### config.mk
export PLATFORM = sky130hd
export DESIGN_NAME = zynq_axi3_wr_arbiter_flat
export DESIGN_NICKNAME = d
export VERILOG_FILES = /design/src/rtl/zynq_axi3_wr_arbiter_if.sv /design/src/rtl/zynq_axi3_wr_arbiter.sv /design/src/flat_wrapper.sv
export SDC_FILE = /design/constraint.sdc
export NUM_CORES = 1
export LEC_CHECK = 0
export CAP_MARGIN = 20
export CORE_MARGIN = 3
export CORE_UTILIZATION = 35
export CTS_CLUSTER_DIAMETER = 50
export CTS_CLUSTER_SIZE = 25
export DETAILED_ROUTE_END_ITERATION = 6
export GPL_TIMING_DRIVEN = 0
export PLACE_DENSITY = 0.87
export SETUP_SLACK_MARGIN = 0.02
export SYNTH_ARGS = -nofsm -noshare
export SYNTH_HDL_FRONTEND = slang
export SYNTH_SLANG_ARGS = --single-unit
### constraint.sdc
create_clock -name aclk -period 3.5 [get_ports aclk]
set_input_delay 0.7 -clock aclk [delete_from_list [all_inputs] [get_ports aclk]]
set_output_delay 0.7 -clock aclk [all_outputs]
set_load 0.005 [all_outputs]
### src/rtl/zynq_axi3_wr_arbiter_if.sv
// Requester-side and m00 AXI3 write-channel signals shared by zynq_axi3_wr_arbiter.
// The master modport is the arbiter's view; the slave modport is the requesters plus AXI slave.
interface zynq_axi3_wr_arbiter_if #(
    parameter int num_req_p    = 2,
    parameter int addr_width_p = 32,
    parameter int data_width_p = 32,
    parameter int id_width_p   = 6
);
    logic [num_req_p-1:0]              req_v_i;
    logic [num_req_p*addr_width_p-1:0] req_addr_i;
    logic [num_req_p*4-1:0]            req_len_i;
    logic [num_req_p-1:0]              req_yumi_o;
    logic [num_req_p*data_width_p-1:0] wdata_i;
    logic [num_req_p-1:0]              wvalid_i;
    logic [num_req_p-1:0]              wready_o;
    logic [num_req_p-1:0]              done_o;
    logic [1:0]                        done_resp_o;

    logic [addr_width_p-1:0]   m00_axi_awaddr;
    logic                      m00_axi_awvalid;
    logic                      m00_axi_awready;
    logic [id_width_p-1:0]     m00_axi_awid;
    logic [3:0]                m00_axi_awlen;
    logic [data_width_p-1:0]   m00_axi_wdata;
    logic                      m00_axi_wvalid;
    logic                      m00_axi_wready;
    logic [id_width_p-1:0]     m00_axi_wid;
    logic                      m00_axi_wlast;
    logic [data_width_p/8-1:0] m00_axi_wstrb;
    logic                      m00_axi_bvalid;
    logic                      m00_axi_bready;
    logic [id_width_p-1:0]     m00_axi_bid;
    logic [1:0]                m00_axi_bresp;

    modport master (
        input  req_v_i, req_addr_i, req_len_i, wdata_i, wvalid_i,
        input  m00_axi_awready, m00_axi_wready, m00_axi_bvalid, m00_axi_bid, m00_axi_bresp,
        output req_yumi_o, wready_o, done_o, done_resp_o,
        output m00_axi_awaddr, m00_axi_awvalid, m00_axi_awid, m00_axi_awlen,
        output m00_axi_wdata, m00_axi_wvalid, m00_axi_wid, m00_axi_wlast, m00_axi_wstrb,
        output m00_axi_bready
    );

    modport slave (
        output req_v_i, req_addr_i, req_len_i, wdata_i, wvalid_i,
        output m00_axi_awready, m00_axi_wready, m00_axi_bvalid, m00_axi_bid, m00_axi_bresp,
        input  req_yumi_o, wready_o, done_o, done_resp_o,
        input  m00_axi_awaddr, m00_axi_awvalid, m00_axi_awid, m00_axi_awlen,
        input  m00_axi_wdata, m00_axi_wvalid, m00_axi_wid, m00_axi_wlast, m00_axi_wstrb,
        input  m00_axi_bready
    );
endinterface

### src/rtl/zynq_axi3_wr_arbiter.sv
// Shares the m00 AXI3 write master among num_req_p requesters, one burst at a time.
// Define ZYNQ_WR_ARB_FIXED_PRIO_EN for fixed lowest-index priority instead of round-robin.
module zynq_axi3_wr_arbiter #(
    parameter int num_req_p    = 2,
    parameter int addr_width_p = 32,
    parameter int data_width_p = 32,
    parameter int id_width_p   = 6
) (
    input  logic                  aclk,
    input  logic                  aresetn,
    zynq_axi3_wr_arbiter_if.master bus
);
    localparam int LgNumReq = $clog2(num_req_p);

    typedef enum logic [1:0] {
        ST_IDLE,
        ST_AW,
        ST_W,
        ST_B
    } state_e;

    state_e                  state_q, state_d;
    logic [LgNumReq-1:0]     rr_ptr_q, rr_ptr_d;
    logic [LgNumReq-1:0]     gnt_q, gnt_d;
    logic [LgNumReq-1:0]     pick;
    logic                    pick_v;
    logic [addr_width_p-1:0] addr_q, addr_d;
    logic [3:0]              len_q, len_d;
    logic [3:0]              beat_cnt_q, beat_cnt_d;
    logic [num_req_p-1:0]    done_q, done_d;
    logic [1:0]              done_resp_q, done_resp_d;
    logic                    in_w;
    logic                    w_hs;

    // First requesting index at or after rr_ptr_q, wrapping; rr_ptr_q stays 0 in fixed-priority builds.
    always_comb begin
        int idx;
        pick   = '0;
        pick_v = 1'b0;
        idx    = 0;
        for (int i = 0; i < num_req_p; i++) begin
            idx = int'(rr_ptr_q) + i;
            if (idx >= num_req_p) idx = idx - num_req_p;
            if (!pick_v && bus.req_v_i[idx]) begin
                pick   = LgNumReq'(idx);
                pick_v = 1'b1;
            end
        end
    end

    assign in_w = (state_q == ST_W);
    assign w_hs = bus.m00_axi_wvalid && bus.m00_axi_wready;

    assign bus.m00_axi_awvalid = (state_q == ST_AW);
    assign bus.m00_axi_awaddr  = addr_q;
    assign bus.m00_axi_awlen   = len_q;
    assign bus.m00_axi_awid    = id_width_p'(gnt_q);
    assign bus.m00_axi_wid     = id_width_p'(gnt_q);
    assign bus.m00_axi_wstrb   = '1;
    assign bus.m00_axi_wlast   = in_w && (beat_cnt_q == len_q);
    assign bus.m00_axi_wvalid  = in_w && bus.wvalid_i[gnt_q];
    assign bus.m00_axi_wdata   = in_w ? bus.wdata_i[int'(gnt_q)*data_width_p +: data_width_p] : '0;
    assign bus.m00_axi_bready  = (state_q == ST_B);
    assign bus.done_o          = done_q;
    assign bus.done_resp_o     = done_resp_q;

    always_comb begin
        bus.wready_o = '0;
        if (in_w) bus.wready_o[gnt_q] = bus.m00_axi_wready;
    end

    // No grant while the previous done pulse is visible, so a new grant never overlaps done_o.
    always_comb begin
        state_d        = state_q;
        rr_ptr_d       = rr_ptr_q;
        gnt_d          = gnt_q;
        addr_d         = addr_q;
        len_d          = len_q;
        beat_cnt_d     = beat_cnt_q;
        done_d         = '0;
        done_resp_d    = '0;
        bus.req_yumi_o = '0;
        case (state_q)
            ST_IDLE: begin
                if (aresetn && pick_v && !(|done_q)) begin
                    bus.req_yumi_o[pick] = 1'b1;
                    gnt_d   = pick;
                    addr_d  = bus.req_addr_i[int'(pick)*addr_width_p +: addr_width_p];
                    len_d   = bus.req_len_i[int'(pick)*4 +: 4];
                    state_d = ST_AW;
                end
            end
            ST_AW: begin
                if (bus.m00_axi_awready) begin
                    beat_cnt_d = '0;
                    state_d    = ST_W;
                end
            end
            ST_W: begin
                if (w_hs) begin
                    beat_cnt_d = beat_cnt_q + 4'd1;
                    if (bus.m00_axi_wlast) state_d = ST_B;
                end
            end
            ST_B: begin
                if (bus.m00_axi_bvalid) begin
                    done_d[gnt_q] = 1'b1;
                    done_resp_d   = bus.m00_axi_bresp;
                    state_d       = ST_IDLE;
`ifdef ZYNQ_WR_ARB_FIXED_PRIO_EN
                    rr_ptr_d      = '0;
`else
                    rr_ptr_d      = (gnt_q == LgNumReq'(num_req_p - 1)) ? '0 : gnt_q + 1'b1;
`endif
                end
            end
            default: state_d = ST_IDLE;
        endcase
    end

    always_ff @(posedge aclk or negedge aresetn) begin
        if (!aresetn) begin
            state_q     <= ST_IDLE;
            rr_ptr_q    <= '0;
            gnt_q       <= '0;
            addr_q      <= '0;
            len_q       <= '0;
            beat_cnt_q  <= '0;
            done_q      <= '0;
            done_resp_q <= '0;
        end else begin
            state_q     <= state_d;
            rr_ptr_q    <= rr_ptr_d;
            gnt_q       <= gnt_d;
            addr_q      <= addr_d;
            len_q       <= len_d;
            beat_cnt_q  <= beat_cnt_d;
            done_q      <= done_d;
            done_resp_q <= done_resp_d;
        end
    end

`ifndef SYNTHESIS
    // A mismatched bid is still consumed; it is only flagged in simulation.
    always @(posedge aclk) begin
        if (aresetn && state_q == ST_B && bus.m00_axi_bvalid && bus.m00_axi_bid != bus.m00_axi_awid)
            $error("zynq_axi3_wr_arbiter: bid %0h does not match awid %0h",
                   bus.m00_axi_bid, bus.m00_axi_awid);
    end
`endif
endmodule

### src/flat_wrapper.sv
// flat-port wrapper written by rule: the top's interface ports become plain ports
module zynq_axi3_wr_arbiter_flat 
#(
    parameter int num_req_p    = 2,
    parameter int addr_width_p = 32,
    parameter int data_width_p = 32,
    parameter int id_width_p   = 6
)
  (aclk, aresetn, bus_req_v_i, bus_req_addr_i, bus_req_len_i, bus_wdata_i, bus_wvalid_i, bus_m00_axi_awready, bus_m00_axi_wready, bus_m00_axi_bvalid, bus_m00_axi_bid, bus_m00_axi_bresp, bus_req_yumi_o, bus_wready_o, bus_done_o, bus_done_resp_o, bus_m00_axi_awaddr, bus_m00_axi_awvalid, bus_m00_axi_awid, bus_m00_axi_awlen, bus_m00_axi_wdata, bus_m00_axi_wvalid, bus_m00_axi_wid, bus_m00_axi_wlast, bus_m00_axi_wstrb, bus_m00_axi_bready);
  zynq_axi3_wr_arbiter_if #(.num_req_p(num_req_p), .addr_width_p(addr_width_p), .data_width_p(data_width_p), .id_width_p(id_width_p)) bus_i ();
  input  logic aclk;
  input  logic aresetn;
  input wire logic [$bits(bus_i.req_v_i)-1:0] bus_req_v_i;
  input wire logic [$bits(bus_i.req_addr_i)-1:0] bus_req_addr_i;
  input wire logic [$bits(bus_i.req_len_i)-1:0] bus_req_len_i;
  input wire logic [$bits(bus_i.wdata_i)-1:0] bus_wdata_i;
  input wire logic [$bits(bus_i.wvalid_i)-1:0] bus_wvalid_i;
  input wire logic [$bits(bus_i.m00_axi_awready)-1:0] bus_m00_axi_awready;
  input wire logic [$bits(bus_i.m00_axi_wready)-1:0] bus_m00_axi_wready;
  input wire logic [$bits(bus_i.m00_axi_bvalid)-1:0] bus_m00_axi_bvalid;
  input wire logic [$bits(bus_i.m00_axi_bid)-1:0] bus_m00_axi_bid;
  input wire logic [$bits(bus_i.m00_axi_bresp)-1:0] bus_m00_axi_bresp;
  output wire logic [$bits(bus_i.req_yumi_o)-1:0] bus_req_yumi_o;
  output wire logic [$bits(bus_i.wready_o)-1:0] bus_wready_o;
  output wire logic [$bits(bus_i.done_o)-1:0] bus_done_o;
  output wire logic [$bits(bus_i.done_resp_o)-1:0] bus_done_resp_o;
  output wire logic [$bits(bus_i.m00_axi_awaddr)-1:0] bus_m00_axi_awaddr;
  output wire logic [$bits(bus_i.m00_axi_awvalid)-1:0] bus_m00_axi_awvalid;
  output wire logic [$bits(bus_i.m00_axi_awid)-1:0] bus_m00_axi_awid;
  output wire logic [$bits(bus_i.m00_axi_awlen)-1:0] bus_m00_axi_awlen;
  output wire logic [$bits(bus_i.m00_axi_wdata)-1:0] bus_m00_axi_wdata;
  output wire logic [$bits(bus_i.m00_axi_wvalid)-1:0] bus_m00_axi_wvalid;
  output wire logic [$bits(bus_i.m00_axi_wid)-1:0] bus_m00_axi_wid;
  output wire logic [$bits(bus_i.m00_axi_wlast)-1:0] bus_m00_axi_wlast;
  output wire logic [$bits(bus_i.m00_axi_wstrb)-1:0] bus_m00_axi_wstrb;
  output wire logic [$bits(bus_i.m00_axi_bready)-1:0] bus_m00_axi_bready;
  assign bus_i.req_v_i = bus_req_v_i;
  assign bus_i.req_addr_i = bus_req_addr_i;
  assign bus_i.req_len_i = bus_req_len_i;
  assign bus_i.wdata_i = bus_wdata_i;
  assign bus_i.wvalid_i = bus_wvalid_i;
  assign bus_i.m00_axi_awready = bus_m00_axi_awready;
  assign bus_i.m00_axi_wready = bus_m00_axi_wready;
  assign bus_i.m00_axi_bvalid = bus_m00_axi_bvalid;
  assign bus_i.m00_axi_bid = bus_m00_axi_bid;
  assign bus_i.m00_axi_bresp = bus_m00_axi_bresp;
  assign bus_req_yumi_o = bus_i.req_yumi_o;
  assign bus_wready_o = bus_i.wready_o;
  assign bus_done_o = bus_i.done_o;
  assign bus_done_resp_o = bus_i.done_resp_o;
  assign bus_m00_axi_awaddr = bus_i.m00_axi_awaddr;
  assign bus_m00_axi_awvalid = bus_i.m00_axi_awvalid;
  assign bus_m00_axi_awid = bus_i.m00_axi_awid;
  assign bus_m00_axi_awlen = bus_i.m00_axi_awlen;
  assign bus_m00_axi_wdata = bus_i.m00_axi_wdata;
  assign bus_m00_axi_wvalid = bus_i.m00_axi_wvalid;
  assign bus_m00_axi_wid = bus_i.m00_axi_wid;
  assign bus_m00_axi_wlast = bus_i.m00_axi_wlast;
  assign bus_m00_axi_wstrb = bus_i.m00_axi_wstrb;
  assign bus_m00_axi_bready = bus_i.m00_axi_bready;
  zynq_axi3_wr_arbiter #(.num_req_p(num_req_p), .addr_width_p(addr_width_p), .data_width_p(data_width_p), .id_width_p(id_width_p)) u_core (.aclk(aclk), .aresetn(aresetn), .bus(bus_i));
endmodule
==> results.cfg <==
[outcome]
status = completed

[worst_hold_path]
hold_class = in -> async

[critical_path]
path_class = in -> out
worstPathRequired_ns = 2.80
cpMaxStageDelayCell = clkdlybuf4s50_1
startpoint = aresetn
startpoint_type = input port
r2r_start = u_core.state_q[1]
cp_common_cell = buf_2
crit_chain = buf_2 -> buf_16 -> nand4b_1 -> buf_2 -> nor2_1 -> clkdlybuf4s50_1
rrSetupSlack_ns = 1.70
critPathMaxFanout = 27
r2r-end = u_core.state_q[0]
cp_slowest_stage_delay_ns = 0.53
r2r_cells = 6
cp.arrival_ns = 2.54
end_kind = primary output

[layout]
nFillCells = 644
syn2layout_area_growth_pct = 86.2
layout-drive-gt1-share_pct = 7.53
mostFrequentLayoutCell = clkdlybuf4s50_1
most-common-layout-cells = 227 x clkdlybuf4s50_1, 69 x mux2i_1, 48 x dfrtp_1
fin_area_sq_um = 5570
antenna_cells = 0
regArea_sq_um = 1200
multi_input_area_sq_um = 1580
fin_nets = 729

[timing]
setup_viol = 0
fin_setup_tns_ns = 0
min_period_ns = 3.24
rsz0062_at_grt = false
max_slew_margin_pct = 57.4
fin_hold_ws_ns = 0.420
tightest_slew_ns = 0.638
layout_worst_path_cycle_share_pct = 92.7
fmax_ghz = 0.308
slew_violations = 0
worst_slack_ns = 0.256
hold_viol = 0
fin_skew_ns = 0.00534

[placement]
place.port_buffers = 228
dp_hpwl_microns = 9100
place_area_sq_um = 5470
pre_cts_ws_ns = 0.193
place_congestion = 0.860

[clock_tree]
clock_tree.root_cell = clkbuf_8
clock_sinks = 48
cts_tree = done
numCtsBuffers = 5
htree_num_levels = 2
cts_resized = 0
clk_latency_ns = 0.29
clk_path_buf_depth = 2
clk_pin_slew_worst_paths_ns = 0.08
cts_setup_buffers = 0
holdBufCountCts = 0

[synth]
yosys_warnings = 0
yosys.area.top_type_share_pct = 40.2
syn_area_per_cell_sq_um = 9.26
ys_types = 33
synth_edf_count = 0
synthCells = 323
yosysTopAreaCell = dfrtp_1
ys.flop_type = dfrtp_1
synth_area_sq_um = 2990
synth_seq_cells = 48
synth_async_sr_flop_share_pct = 100
yosys-top-cells-area = dfrtp_1 40%, mux2i_1 23%, o21ai_1 6.5%, nand2_1 5.1%, nor2_1 5.0%
ys_seq_area_share_pct = 40.2

[floorplanning]
initial_core_util_pct = 36.2
boundaryPins = 249
die_x_microns = 98.4
core_sq_um = 8260
rows = 33
die_height_microns = 98.4
dieArea_sq_um = 9690

[routing]
vias_per_cell = 4.67
drt_first_pass_iters = 4
wl_per_cell_microns = 15.7
drt-total-wl_microns = 10600
drtAntennaViolNets = 0
vias = 3160
first_iter_violations = 104
drc = 0

[grt]
use_met2_pct = 41.5
globalRouteMet3Util_pct = 7.93
grt_pass1_wl_microns = 16700
track_usage_pct = 21.2
use_met1_pct = 21.1
grt_pass1_vias = 3396
grt-ovfl-total = 0
grt_start_max_net_pins = 28
grt.busiest_layer = met2
antenna_found_initial = 0

[pwr]
powerDensity_nw_per_um2 = 598
p_leak_nw = 2.49
ir_drop_uv = 386

[job]
maxCapViolations = 0
## layout make-up
cell class,instances,area share (%)
Timing Repair Buffer,229,41.4
Multi-Input combinational cell,245,28.4
Clock buffer,7,1.73
Buffer,36,4.18
Sequential cell,48,21.6
Inverter,6,0.404
Tap cell,105,2.36
## registers in the layout, summed over array words and instances, names as in the netlist
name / count
u_core.bus.done_resp_o: 2
u_core.state_q: 2
u_core.bus.m00_axi_awaddr: 32
u_core.gnt_q: 1
u_core.rr_ptr_q: 1
u_core.bus.m00_axi_awlen: 4
u_core.beat_cnt_q: 4
u_core.bus.done_o: 2
## synthesized netlist by cell type (all sizes together), types with 3 or more instances
cell type / n
mux2i: 69
dfrtp: 48
o21ai: 42
nand2: 41
nor2: 40
buf: 30
clkbuf: 6
inv: 6
ha: 5
and3: 4
xor2: 4
a21o: 3
a21oi: 3
## worst max-delay path by stage
| stage | depth (start not counted) | end | slack [ns] |
|---|---|---|---|
| global route | 6 | bus_req_yumi_o[1] | 0.03 |
| detailed placement | 6 | bus_req_yumi_o[1] | 0.19 |
| CTS | 6 | bus_req_yumi_o[1] | 0.18 |
| floorplan | 5 | bus_req_yumi_o[0] | 1.42 |
| finish | 6 | bus_req_yumi_o[1] | 0.26 |
| global placement | 5 | bus_req_yumi_o[1] | -1.34 |
## report_power, final
part	switching [mW]	internal (mW)	total (mW)	leakage, nW
sequential	0.164	0.794	0.959	0.606
combinational	0.855	1.17	2.03	1.84
clock	0.168	0.176	0.345	0.0503
total	1.19	2.14	3.33	2.49
## per-layer routing
layer  routed length, microns  share of wire, %  up-vias
met5                        0                 0        -
met2                     5800                55      139
met4                      114               1.1        0
met1                     3570                34     1448
met3                     1120                11        8
li1                         -                 -     1565
## metrics by stage
stage	instances	power (mW)	utilization (%)
after floorplan	335	1.89	-
after global placement	668	2.96	66.0
after detailed placement	669	3.01	66.3
after CTS	676	3.38	67.4
after global routing	676	3.61	67.4
final	676	3.33	67.4
## critical path: cells and delay by family
| kind | cells | cell delay, ns |
|---|---|---|
| simple gates | 2 | 0.33 |
| buf+inv | 4 | 1.50 |
## cells by family (layout without fill, tap and decap cells)
kind of cell | after synthesis | after routing | share of synthesized area, %
adder cells (fa/ha/maj) | 5 | 5 | 2.09
AND/OR/NAND/NOR | 97 | 97 | 13.8
multiplexers | 69 | 69 | 23.1
XOR/XNOR | 4 | 4 | 1.17
flip-flops | 48 | 48 | 40.2
buffers and inverters | 42 | 278 | 8.54
other | 2 | 14 | 0.251
AO/OA/AOI/OAI | 56 | 56 | 10.8
Power figures use the tool's default switching activity.
